[config.mk]
export PLATFORM = sky130hd
export DESIGN_NAME = fu_exec_writeback
export DESIGN_NICKNAME = d
export VERILOG_FILES = /design/src/rtl/fu_exec_writeback.sv
export SDC_FILE = /design/constraint.sdc
export NUM_CORES = 1
export LEC_CHECK = 0
export CAP_MARGIN = 10
export CORE_MARGIN = 1
export CORE_UTILIZATION = 60
export DETAILED_ROUTE_END_ITERATION = 8
export MAX_ROUTING_LAYER = met4
export PLACE_DENSITY = 0.87
export SYNTH_ARGS = -nofsm -noshare
export SYNTH_HDL_FRONTEND = slang
export SYNTH_SLANG_ARGS = --single-unit
[constraint.sdc]
create_clock -name clk1 -period 46.3 [get_ports clk1]
set_clock_uncertainty 0.1 [all_clocks]
set_input_delay 9.26 -clock clk1 [delete_from_list [all_inputs] [get_ports clk1]]
set_output_delay 9.26 -clock clk1 [all_outputs]
set_load 0.02 [all_outputs]
[src/rtl/fu_exec_writeback.sv]
// fu_exec_writeback: execute/writeback stage behind the add and mul reservation stations.
// A one-stage add path and a multi-cycle mul/div unit share a single registered CDB broadcast.
module fu_exec_writeback #(
    parameter int DATA_W  = 16,
    parameter int MUL_LAT = 3
) (
    input  logic              clk1,
    input  logic              rst,
    input  logic              disp_valid,
    input  logic [3:0]        disp_func,
    input  logic [DATA_W-1:0] disp_rs1data,
    input  logic [DATA_W-1:0] disp_rs2data,
    input  logic [2:0]        disp_rob_ind,
    input  logic [3:0]        disp_rd,
    input  logic [1:0]        disp_rsindex,
    output logic              add_ready,
    output logic              mul_ready,
    output logic              cdb_valid,
    output logic [DATA_W-1:0] cdb_data,
    output logic [2:0]        cdb_rob_ind,
    output logic [3:0]        cdb_rd,
    output logic [1:0]        cdb_rsindex,
    output logic              cdb_unit,
    output logic              bad_func
);

    localparam logic [3:0] FUNC_ADD = 4'b0000;
    localparam logic [3:0] FUNC_SUB = 4'b0001;
    localparam logic [3:0] FUNC_MUL = 4'b0010;
    localparam logic [3:0] FUNC_DIV = 4'b0011;
    localparam logic [3:0] FUNC_BEQ = 4'b0110;
    localparam logic [3:0] FUNC_BNE = 4'b0111;
    localparam logic [3:0] MUL_INIT = 4'(MUL_LAT - 1);

    typedef enum logic {MUL_IDLE, MUL_BUSY} mul_state_t;

    mul_state_t        mul_state;
    logic [3:0]        mul_cnt;
    logic              mul_done_next;
    logic [DATA_W-1:0] mul_a;
    logic [DATA_W-1:0] mul_b;
    logic              mul_is_div;
    logic [2:0]        mul_rob_ind;
    logic [3:0]        mul_rd;
    logic [1:0]        mul_rsindex;
    logic [DATA_W-1:0] mul_result;

    logic              add_valid;
    logic [DATA_W-1:0] add_data;
    logic [2:0]        add_rob_ind;
    logic [3:0]        add_rd;
    logic [1:0]        add_rsindex;
    logic [DATA_W-1:0] add_result;

    logic              is_add_class;
    logic              is_mul_class;
    logic              is_illegal;
    logic              add_accept;
    logic              mul_accept;

    always_comb begin
        is_add_class = 1'b0;
        is_mul_class = 1'b0;
        case (disp_func)
            FUNC_ADD, FUNC_SUB, FUNC_BEQ, FUNC_BNE: is_add_class = 1'b1;
            FUNC_MUL, FUNC_DIV:                     is_mul_class = 1'b1;
            default: ;
        endcase
        is_illegal = !is_add_class && !is_mul_class;
    end

    // The add entry is only blocked when a mul completion takes the CDB this cycle.
    assign add_ready  = !(add_valid && mul_done_next);
    assign mul_ready  = (mul_state == MUL_IDLE);
    assign add_accept = disp_valid && is_add_class && add_ready;
    assign mul_accept = disp_valid && is_mul_class && mul_ready;

    always_comb begin
        add_result = '0;
        case (disp_func)
            FUNC_ADD: add_result = disp_rs1data + disp_rs2data;
            FUNC_SUB: add_result = disp_rs1data - disp_rs2data;
            FUNC_BEQ: add_result[0] = (disp_rs1data == disp_rs2data);
            FUNC_BNE: add_result[0] = (disp_rs1data != disp_rs2data);
            default: ;
        endcase
    end

    always_comb begin
        mul_result = mul_a * mul_b;
        if (mul_is_div) begin
            mul_result = (mul_b == '0) ? '1 : mul_a / mul_b;
        end
    end

    always_ff @(posedge clk1 or posedge rst) begin
        if (rst) begin
            add_valid   <= 1'b0;
            add_data    <= '0;
            add_rob_ind <= '0;
            add_rd      <= '0;
            add_rsindex <= '0;
        end else if (add_accept) begin
            add_valid   <= 1'b1;
            add_data    <= add_result;
            add_rob_ind <= disp_rob_ind;
            add_rd      <= disp_rd;
            add_rsindex <= disp_rsindex;
        end else if (add_valid && !mul_done_next) begin
            add_valid <= 1'b0;
        end
    end

    // mul_done_next flags the final BUSY cycle so the CDB mux needs no counter compare.
    always_ff @(posedge clk1 or posedge rst) begin
        if (rst) begin
            mul_state     <= MUL_IDLE;
            mul_cnt       <= '0;
            mul_done_next <= 1'b0;
            mul_a         <= '0;
            mul_b         <= '0;
            mul_is_div    <= 1'b0;
            mul_rob_ind   <= '0;
            mul_rd        <= '0;
            mul_rsindex   <= '0;
        end else begin
            case (mul_state)
                MUL_IDLE: begin
                    if (mul_accept) begin
                        mul_state   <= MUL_BUSY;
                        mul_cnt     <= MUL_INIT;
                        mul_a       <= disp_rs1data;
                        mul_b       <= disp_rs2data;
                        mul_is_div  <= (disp_func == FUNC_DIV);
                        mul_rob_ind <= disp_rob_ind;
                        mul_rd      <= disp_rd;
                        mul_rsindex <= disp_rsindex;
                    end
                end
                MUL_BUSY: begin
                    if (mul_cnt == 4'd0) begin
                        mul_state     <= MUL_IDLE;
                        mul_done_next <= 1'b0;
                    end else begin
                        mul_cnt       <= mul_cnt - 4'd1;
                        mul_done_next <= (mul_cnt == 4'd1);
                    end
                end
                default: mul_state <= MUL_IDLE;
            endcase
        end
    end

    // Mul completion wins the CDB; idle cycles leave the payload fields untouched.
    always_ff @(posedge clk1 or posedge rst) begin
        if (rst) begin
            cdb_valid   <= 1'b0;
            cdb_data    <= '0;
            cdb_rob_ind <= '0;
            cdb_rd      <= '0;
            cdb_rsindex <= '0;
            cdb_unit    <= 1'b0;
            bad_func    <= 1'b0;
        end else begin
            cdb_valid <= 1'b0;
            bad_func  <= disp_valid && is_illegal;
            if (mul_done_next) begin
                cdb_valid   <= 1'b1;
                cdb_data    <= mul_result;
                cdb_rob_ind <= mul_rob_ind;
                cdb_rd      <= mul_rd;
                cdb_rsindex <= mul_rsindex;
                cdb_unit    <= 1'b1;
            end else if (add_valid) begin
                cdb_valid   <= 1'b1;
                cdb_data    <= add_data;
                cdb_rob_ind <= add_rob_ind;
                cdb_rd      <= add_rd;
                cdb_rsindex <= add_rsindex;
                cdb_unit    <= 1'b0;
            end
        end
    end

endmodule

# Word level (Yosys, flattened, before mapping)
# Index checks and enable logic that the tools add are counted.
[totals]
register_bits = 102
latchBits = 0
mem_bits_rw = 0
rom_bits = 0
input_bits = 48
output_inout_bits = 30
word_cells = 85
memories = 0
[classes]
addsub = 3
mul = 1
n_div = 1
magnitude_cmp = 0
eq_ne = 10
shift = 0
n_mux = 27
bitwise = 1
n_reduce_logical = 21
[ops]
columns = ["operator", "n"]
rows = [
  ["2-to-1 mux 16 bit", 4],
  ["case mux 15 bit (2 select lines)", 1],
  ["adder 16 bit", 1],
  ["divider 16 x 16 -> 16 bit", 1],
  ["== test 16 bit", 1],
  ["logical NOT 16 bit", 1],
  ["multiplier 16 x 16 -> 16 bit", 1],
  ["2-to-1 mux 4 bit", 4],
  ["!= test 16 bit", 1],
  ["subtractor 16 bit", 1],
  ["2-to-1 mux 1 bit", 11],
  ["== test 4 x 1 -> 1 bit, second input constant", 2],
  ["== test 4 x 2 -> 1 bit, second input constant", 2],
  ["== test 4 x 3 -> 1 bit, second input constant", 2],
  ["logical AND 1 bit", 8],
  ["logical NOT 4 bit", 2],
  ["case mux 4 bit (2 select lines)", 1],
  ["2-to-1 mux 3 bit", 2],
  ["logical NOT 1 bit", 4],
  ["2-to-1 mux 2 bit", 2],
  ["case mux 1 bit (4 select lines)", 1],
  ["AND reduction 2 bit", 2],
  ["nonzero test 2 bit", 2],
  ["OR reduction 4 bit", 1],
  ["other kinds (6)", 6],
]

# Logic depth before layout (Yosys ltp)
# Gate-level depths: netlist (run 1).
[logic_depth]
ltp_word = 7
depth_mapped = 138
ltp_nobuf = 123

# Worst setup path after synthesis (run 1)
# OpenSTA, ideal clock, no wires.
[synth_timing]
path_type = "flip-flop to flip-flop"
startpoint = "reg mul_b[15]"
endpoint = "reg cdb_data[0]"
setup_ns = 0.137
t_arrival_ns = 27.163
required_time_ns = 46.063
setup_slack_ns = 18.900
path_stages_with_launch = 128
n_path_buf = 13
period_less_slack_ns = 27.400
cell_sequence = "dfrtp_1 -> or4_1 -> buf_6 -> nor4_2 -> buf_2 -> nand3_1 -> nor2_1 -> a21oi_1 -> ha_1 -> o21ai_0 -> nand2b_1 -> and4_1 -> buf_2 -> a311o_1 -> nand2_1 -> ha_1 -> a21oi_1 -> nand2_1 -> [... 92 more ...] -> a211oi_1 -> a41oi_1 -> a2111oi_0 -> nor4_1 -> o32a_1 -> clkbuf_1 -> clkbuf_1 -> nand2_1 -> o21ai_0 -> ha_1 -> a21o_1 -> a21o_1 -> a21o_1 -> a21o_1 -> a21oi_1 -> nor2b_1 -> o21ai_0 -> a31oi_1"
[synth_via]
elab_chain_cells = 4
elab_cells_between_ends = 5
classes_between = "div: 1; mux: 3; reduce/logical: 1"
[synth_rtl]
columns = ["element", "line", "rtl"]
rows = [
  ["from (decl)", "41", "logic [DATA_W-1:0] mul_b;"],
  ["from (signal assigned)", "133", "mul_b <= disp_rs2data;"],
  ["divider 16 x 16 -> 16 bit / logical NOT 16 bit (equally long branches)", "92", "mul_result = (mul_b == '0) ? '1 : mul_a / mul_b;"],
  ["2-to-1 mux 16 bit (*)", "92", ""],
  ["2-to-1 mux 16 bit (*)", "91", "if (mul_is_div) begin"],
  ["2-to-1 mux 16 bit (*)", "167", "if (mul_done_next) begin"],
  ["to (signal assigned)", "169", "cdb_data <= mul_result;"],
  ["to (signal assigned)", "176", "cdb_data <= add_data;"],
  ["to (decl)", "19", "output logic [DATA_W-1:0] cdb_data,"],
]
# Every way passes the cells marked *; elsewhere a longest branch is shown, timed or not.
# A chain may end at the register's enable or synchronous reset.

# Worst setup path after layout (run 1)
# Same ends and word-level chain as after synthesis.

==> implementation parameters, run 1 <==
Parameter                              Value

Final layout
  Count of nets after finishing    2413
  Area growth from synthesis to layout    8.218%
  Ratio of cells with drive above 1 in the final layout    6.147%
  Fillcell total    2192

Synth
  Leading cell type by number of instances after synthesis    ha_1
  Dominant synthesized flop cell    dfrtp_1
  Post-Syn Area per Cell    8.041 sq um
  Number of synthesized flops with an enable pin    0
  Largest cells by area after synthesis    ha_1, dfrtp_1, fa_1, nand2_1, xnor2_1
  Area fraction of the dominant cell type after synthesis    16.92%
  Most area-hungry cell type in the Yosys netlist    ha_1
  Synthesized flop and latch total    102
  Post-Synthesis Net Count    2393
  Post-Synthesis Cells    2041
  Part of the Yosys area used for sequential elements    15.55%
  Synth cell count leaders    ha_1, nand2_1, inv_1
  Cell variety after synth    81
  Post-Syn Area    16410 sq um
  Ys Warns    0
  FFs w/ async S/R, synth    100.0%

Routing
  Post-detailed-route via-to-cell ratio    6.607
  Routed wire per std cell    21.78 microns
  Sum of routed wire length over all layers    52.48 mm
  Number of vias after detailed routing    15920
  DRC Markers    0
  Highest layer used for signal routing    met4
  First DRT Iteration DRCs    1938
  Iteration count of the initial detailed-routing pass    6
  Met3 routed WL    5.003 mm
  Met1 routed wirelength after detailed routing    21.23 mm
  Total length of routed met2 wires    23.69 mm
  Number of nets with antenna violations after routing    0

Clock tree
  Total number of H-tree levels    3
  Resized Gates After CTS    0
  TritonCTS clock tree    yes
  Setup repair bufs after CTS    0
  Cell chosen for the clock root    clkbuf_16
  # clock sinks    102
  CTS max path bufs    2
  Clock network latency to the later pin of the worst-skew pair    0.36 ns
  Count of hold-fix buffers inserted at cts    0
  Clock transition at the registers of the reported paths    0.08 ns
  CTS buffer count    9

Floorplan
  Die boundary height    167.4 microns
  Die Outline Area    28020 sq um
  Total I/O pin count    78
  Area of the core    26880 sq um
  Die X-Extent    167.4 microns
  Number of rows in the core area    60
  Starting density of the core    61.07%

Critical path
  Setup slack of the most critical reg-to-reg path    12.37 ns
  Worst Path Max Fanout    28
  Type of origin of the critical path    flip-flop
  Cell mode on critical path    ha_1
  Critical path class    flip-flop to flip-flop
  Largest incremental delay on the critical path    0.97 ns
  Standard cell with the maximum stage delay on the critical path    o32a_1
  CP Data Arrival Time    34.05 ns
  Required time at the endpoint of the critical path    46.42 ns
  CP Capture Type    flip-flop

STA
  Max-slew headroom at the worst pin    17.87%
  Period Utilization, post-route    73.28%
  Slew at the pin closest to its max-slew limit    1.225 ns
  Final setup violation count    0
  Final period demand of the worst path    33.93 ns
  Slew Viols, Final    0
  Number of hold violations in the final report    0
  Highest clock rate    0.02947 GHz
  Setup repair after global routing missed its margin    false
  Sum of negative setup slack    0 ns

GRT
  Remaining global-route overflow    0
  Total GRT Usage    38.91%
  Largest net degree at the start of global routing    57
  Antenna violations before repair    2
  Vias in the first global route    15540
  First-pass GRT wire length    83.03 mm

Job
  Max capacitance violation total    0

Hold path
  Min-delay worst type    flip-flop to flip-flop

Placement
  Port Buffers    77
  Global placement routability congestion    1.004
  Total half-perimeter wirelength after legalization and detailed placement    40.30 mm

Outcome
  Result of the run    completed
## sequential cells by signal, summed over array words and instances, names as in the netlist, 2 cells and up
register / flops
cdb_data: 16
mul_rob_ind: 3
mul_rsindex: 2
mul_a: 16
cdb_rsindex: 2
mul_cnt: 4
add_rob_ind: 3
add_rsindex: 2
add_rd: 4
cdb_rob_ind: 3
add_data: 16
mul_b: 16
cdb_rd: 4
mul_rd: 4
## logic make-up after synthesis
family	share of synthesized area (%)
XOR/XNOR	6.564
adder cells (fa/ha/maj)	26.93
flip-flops	15.55
AO/OA/AOI/OAI	21.35
multiplexers	4.917
AND/OR/NAND/NOR	18.22
buffers and inverters	6.465
## cell usage in the layout, fill, tap and decap left out, drive strengths merged, types with 40 or more instances in the layout
cell / n
xnor2: 81
nand2: 202
fa: 82
a21oi: 122
dfrtp: 102
o21ai: 123
nor3: 63
mux2: 45
a21o: 40
xor2: 42
nand3: 43
inv: 191
nor2: 156
clkdlybuf4s50: 77
ha: 222
## path summary, 6_finish.rpt
check	start	end	cells after the start
min in group asynchronous	rst	cdb_valid$_DFF_PP0_	2
setup / recovery	mul_b[15]$_DFFE_PP0P_	cdb_data[0]$_DFFE_PP0P_	114
max in group asynchronous	rst	add_data[14]$_DFFE_PP0P_	3
hold / removal	mul_rob_ind[2]$_DFFE_PP0P_	cdb_rob_ind[2]$_DFFE_PP0P_	2
hold reg to reg	mul_rob_ind[2]$_DFFE_PP0P_	cdb_rob_ind[2]$_DFFE_PP0P_	2
setup reg to reg	mul_b[15]$_DFFE_PP0P_	cdb_data[0]$_DFFE_PP0P_	114
## stage by stage
stage	setup WS [ns]	utilization (%)	std cells	hold slack [ns]	instance area, sq um
after floorplan	18.90	-	2041	0.3483	16410
after global placement	14.74	64.86	2391	0.3563	17430
after detailed placement	13.54	64.86	2391	0.3789	17430
after CTS	13.31	66.07	2407	0.3929	17760
after global routing	10.02	66.08	2408	0.4162	17760
final	12.37	66.08	2409	0.3945	17760
## per-layer routing
metal  up-vias  GRT usage [%]
met5         -              -
met4         0          18.15
met3       180          6.429
met2       866          60.13
met1      7604          49.86
li1       7266              -
## critical path, delay by kind of cell, from the launching register on
kind	cells	cell delay [ns]
AOI/OAI and AO/OA	57	17.39
muxes	2	0.87
and+or+nand+nor	38	9.95
adders and majority gates	15	4.76
buffers and inverters	2	0.18
DFF	1	0.47
## final cells by class
type                            instances  area [sq um]  area share (%)
Multi-Input combinational cell       1660         12810           72.12
Clock inverter                          6         85.08          0.4790
Antenna cell                            2         5.005         0.02818
Tap cell                              341         426.7           2.402
Clock buffer                           10         239.0           1.346
Inverter                              190         715.7           4.030
Timing Repair Buffer                   98         928.4           5.227
Sequential cell                       102          2552           14.37
Power of run 1 is left out: the tool's default activity adds up to more than one toggle a clock period on the data nets, which glitch-free logic cannot reach.
==> inputs of run 2 (changes only) <==
--- a/config.mk
+++ b/config.mk
@@ -7,7 +7,7 @@
 export LEC_CHECK = 0
 export CAP_MARGIN = 10
 export CORE_MARGIN = 1
-export CORE_UTILIZATION = 60
+export CORE_UTILIZATION = 57
 export DETAILED_ROUTE_END_ITERATION = 8
 export MAX_ROUTING_LAYER = met4
 export PLACE_DENSITY = 0.87
==> constraint.sdc (replaced) <==
create_clock -name clk1 -period 27.2 [get_ports clk1]
set_clock_uncertainty 0.1 [all_clocks]
set_input_delay 5.44 -clock clk1 [delete_from_list [all_inputs] [get_ports clk1]]
set_output_delay 5.44 -clock clk1 [all_outputs]
set_load 0.02 [all_outputs]
==> run 2 against run 1 <==
Effect of this change: non-clock buffer count rose by 86; final area rose by 7.6%; wire length rose by 4.5%; critical endpoint unchanged; via count rose by 3.7%; critical path type unchanged.
==> implementation parameters, run 2 (synthesized netlist as in run 1, its figures left out) <==
Parameter                              Value

Clock tree
  CTS buffer count    9 (unchanged)
  Cell chosen for the clock root    clkbuf_16
  Count of hold-fix buffers inserted at cts    0 (unchanged)
  Clock network latency to the later pin of the worst-skew pair    0.36 ns (about the same)
  TritonCTS clock tree    yes
  Clock transition at the registers of the reported paths    0.08 ns (about the same)
  Total number of H-tree levels    3 (unchanged)
  # clock sinks    102 (unchanged)
  CTS max path bufs    2 (unchanged)

Critical path
  Standard cell with the maximum stage delay on the critical path    or4_4
  Critical path class    flip-flop to flip-flop
  Type of origin of the critical path    flip-flop
  Worst Path Max Fanout    10 (-64%)
  CP Data Arrival Time    26.45 ns (-7.60 ns)
  Cell mode on critical path    ha_1
  Required time at the endpoint of the critical path    27.32 ns (-19.10 ns)
  CP Capture Type    flip-flop
  Largest incremental delay on the critical path    0.56 ns (-0.41 ns)

Final layout
  Ratio of cells with drive above 1 in the final layout    14.41% (+8.3 points)
  Count of nets after finishing    2499 (+3.6%)
  Commonest non-fill, non-tap cells in the layout    ha_1, nand2_1, inv_1, nor2_1, o21ai_0
  Fillcell total    2262 (+3.2%)
  Area growth from synthesis to layout    16.45%
  Core utilization of the finished layout    68.05% (+2.0 points)
  N_diodes    0 (-2)
  Most common cell after layout, fill and taps aside    ha_1
  Finished Layout Cells    2530 (+5.0%)

Placement
  Total half-perimeter wirelength after legalization and detailed placement    41.73 mm (+3.6%)
  Port Buffers    77 (unchanged)
  Worst-case setup slack after placement    -1.244 ns (-14.79 ns)
  Global placement routability congestion    1.063 (+5.9%)
  Number of cells after detailed placement    2488 (+4.1%)

STA
  Slew at the pin closest to its max-slew limit    1.220 ns (-0.004562 ns)
  Highest clock rate    0.03797 GHz (+29%)
  Max-slew headroom at the worst pin    18.41% (+0.54 points)
  Slew Viols, Final    0 (unchanged)
  Number of hold violations in the final report    0 (unchanged)
  Worst hold margin    0.3822 ns (-0.01224 ns)
  Final setup violation count    0 (unchanged)
  Period Utilization, post-route    96.82% (+24 points)
  Final period demand of the worst path    26.33 ns (-7.595 ns)
  Post-route worst setup slack    0.8650 ns (-11.50 ns)

GRT
  Total GRT Usage    37.89% (-1.0 points)
  First-pass GRT wire length    83.57 mm (+0.66%)
  Largest net degree at the start of global routing    64 (+12%)
  Remaining global-route overflow    0 (unchanged)
  Antenna violations before repair    0 (-2)
  Vias in the first global route    15720 (+1.2%)

Floorplan
  Total I/O pin count    78 (unchanged)
  Area of the core    28090 sq um (+4.5%)
  Starting density of the core    58.43% (-2.6 points)
  Die X-Extent    171.7 microns (+2.6%)
  Number of rows in the core area    61 (+1.7%)
  Die boundary height    171.7 microns (+2.6%)
  Die Outline Area    29480 sq um (+5.2%)

Job
  Max capacitance violation total    0 (unchanged)

Routing
  Post-detailed-route via-to-cell ratio    6.525 (-1.2%)
  Number of nets with antenna violations after routing    0 (unchanged)
  DRC Markers    0 (unchanged)
  Number of vias after detailed routing    16510 (+3.7%)
  First DRT Iteration DRCs    1897 (-2.1%)
  Iteration count of the initial detailed-routing pass    5 (-1)
  Sum of routed wire length over all layers    54.82 mm (+4.5%)
  Routed wire per std cell    21.67 microns (-0.53%)

Outcome
  Result of the run    completed

Hold path
  Min-delay worst type    flip-flop to flip-flop
## run 2: changes by cell type in the layout (fill, tap and decap cells not counted), moves of 6 or more
cell / delta
a2111oi_0: -6
a21oi_1: -17
a21oi_2: +16
buf_4: +79
ha_1: -15
ha_2: +7
ha_4: +8
o21ai_0: -7
## run 2: worst paths after layout
check / slack, ns / depth (start not counted) / start / end
worst max-delay path: 0.87 / 118 / mul_b[12]$_DFFE_PP0P_ / cdb_data[0]$_DFFE_PP0P_
worst min-delay path: 0.38 / 2 / mul_rob_ind[2]$_DFFE_PP0P_ / cdb_rob_ind[2]$_DFFE_PP0P_
worst max register to register: 0.87 / 118 / mul_b[12]$_DFFE_PP0P_ / cdb_data[0]$_DFFE_PP0P_
worst min register to register: 0.38 / 2 / mul_rob_ind[2]$_DFFE_PP0P_ / cdb_rob_ind[2]$_DFFE_PP0P_
max in group asynchronous: 20.45 / 3 / rst / mul_cnt[2]$_DFFE_PP0P_
min in group asynchronous: 5.35 / 2 / rst / cdb_valid$_DFF_PP0_
## run 2: worst max-delay path: cells and delay by family (launching register included)
family                     cells  cell delay [ns]
adders and majority gates     15             4.57
AOI/OAI and AO/OA             58            12.69
DFF                            1             0.42
and+or+nand+nor               33             6.09
buffers and inverters         10             1.54
muxes                          2             0.74
## run 2: metrics by stage
stage / TNS (ns) / instance area [sq um]
finish: 0 / 19110
global route: -0.4387 / 19110
CTS: 0 / 18310
detailed placement: -1.458 / 17920
global placement: -0.5372 / 17920
floorplan: 0 / 16410
## run 2: area by class of cell
cell class	count	area (sq um)	share of cell area, %
multi-input cells	1660	13460	70.44
flip-flops and latches	102	2552	13.36
repair buffers	184	1617	8.458
inverters	190	715.7	3.745
well taps	378	473.0	2.475
clock buffers	10	229.0	1.198
clock inverters	6	62.56	0.3273
## run 2: repair_timing
item	in CTS	in global routing
buffers inserted	1	25
pin swaps	1	37
setup endpoints to repair	2	2
resized for setup	21	124
## run 2: layer usage
metal,vias to the layer above,share of wire (%),GRT usage [%]
met5,-,0,-
met4,0,4.7,17.04
met3,201,9.8,6.305
met2,944,45,58.30
met1,7938,40,48.83
li1,7426,-,-
Power of run 2 is left out for the same reason.
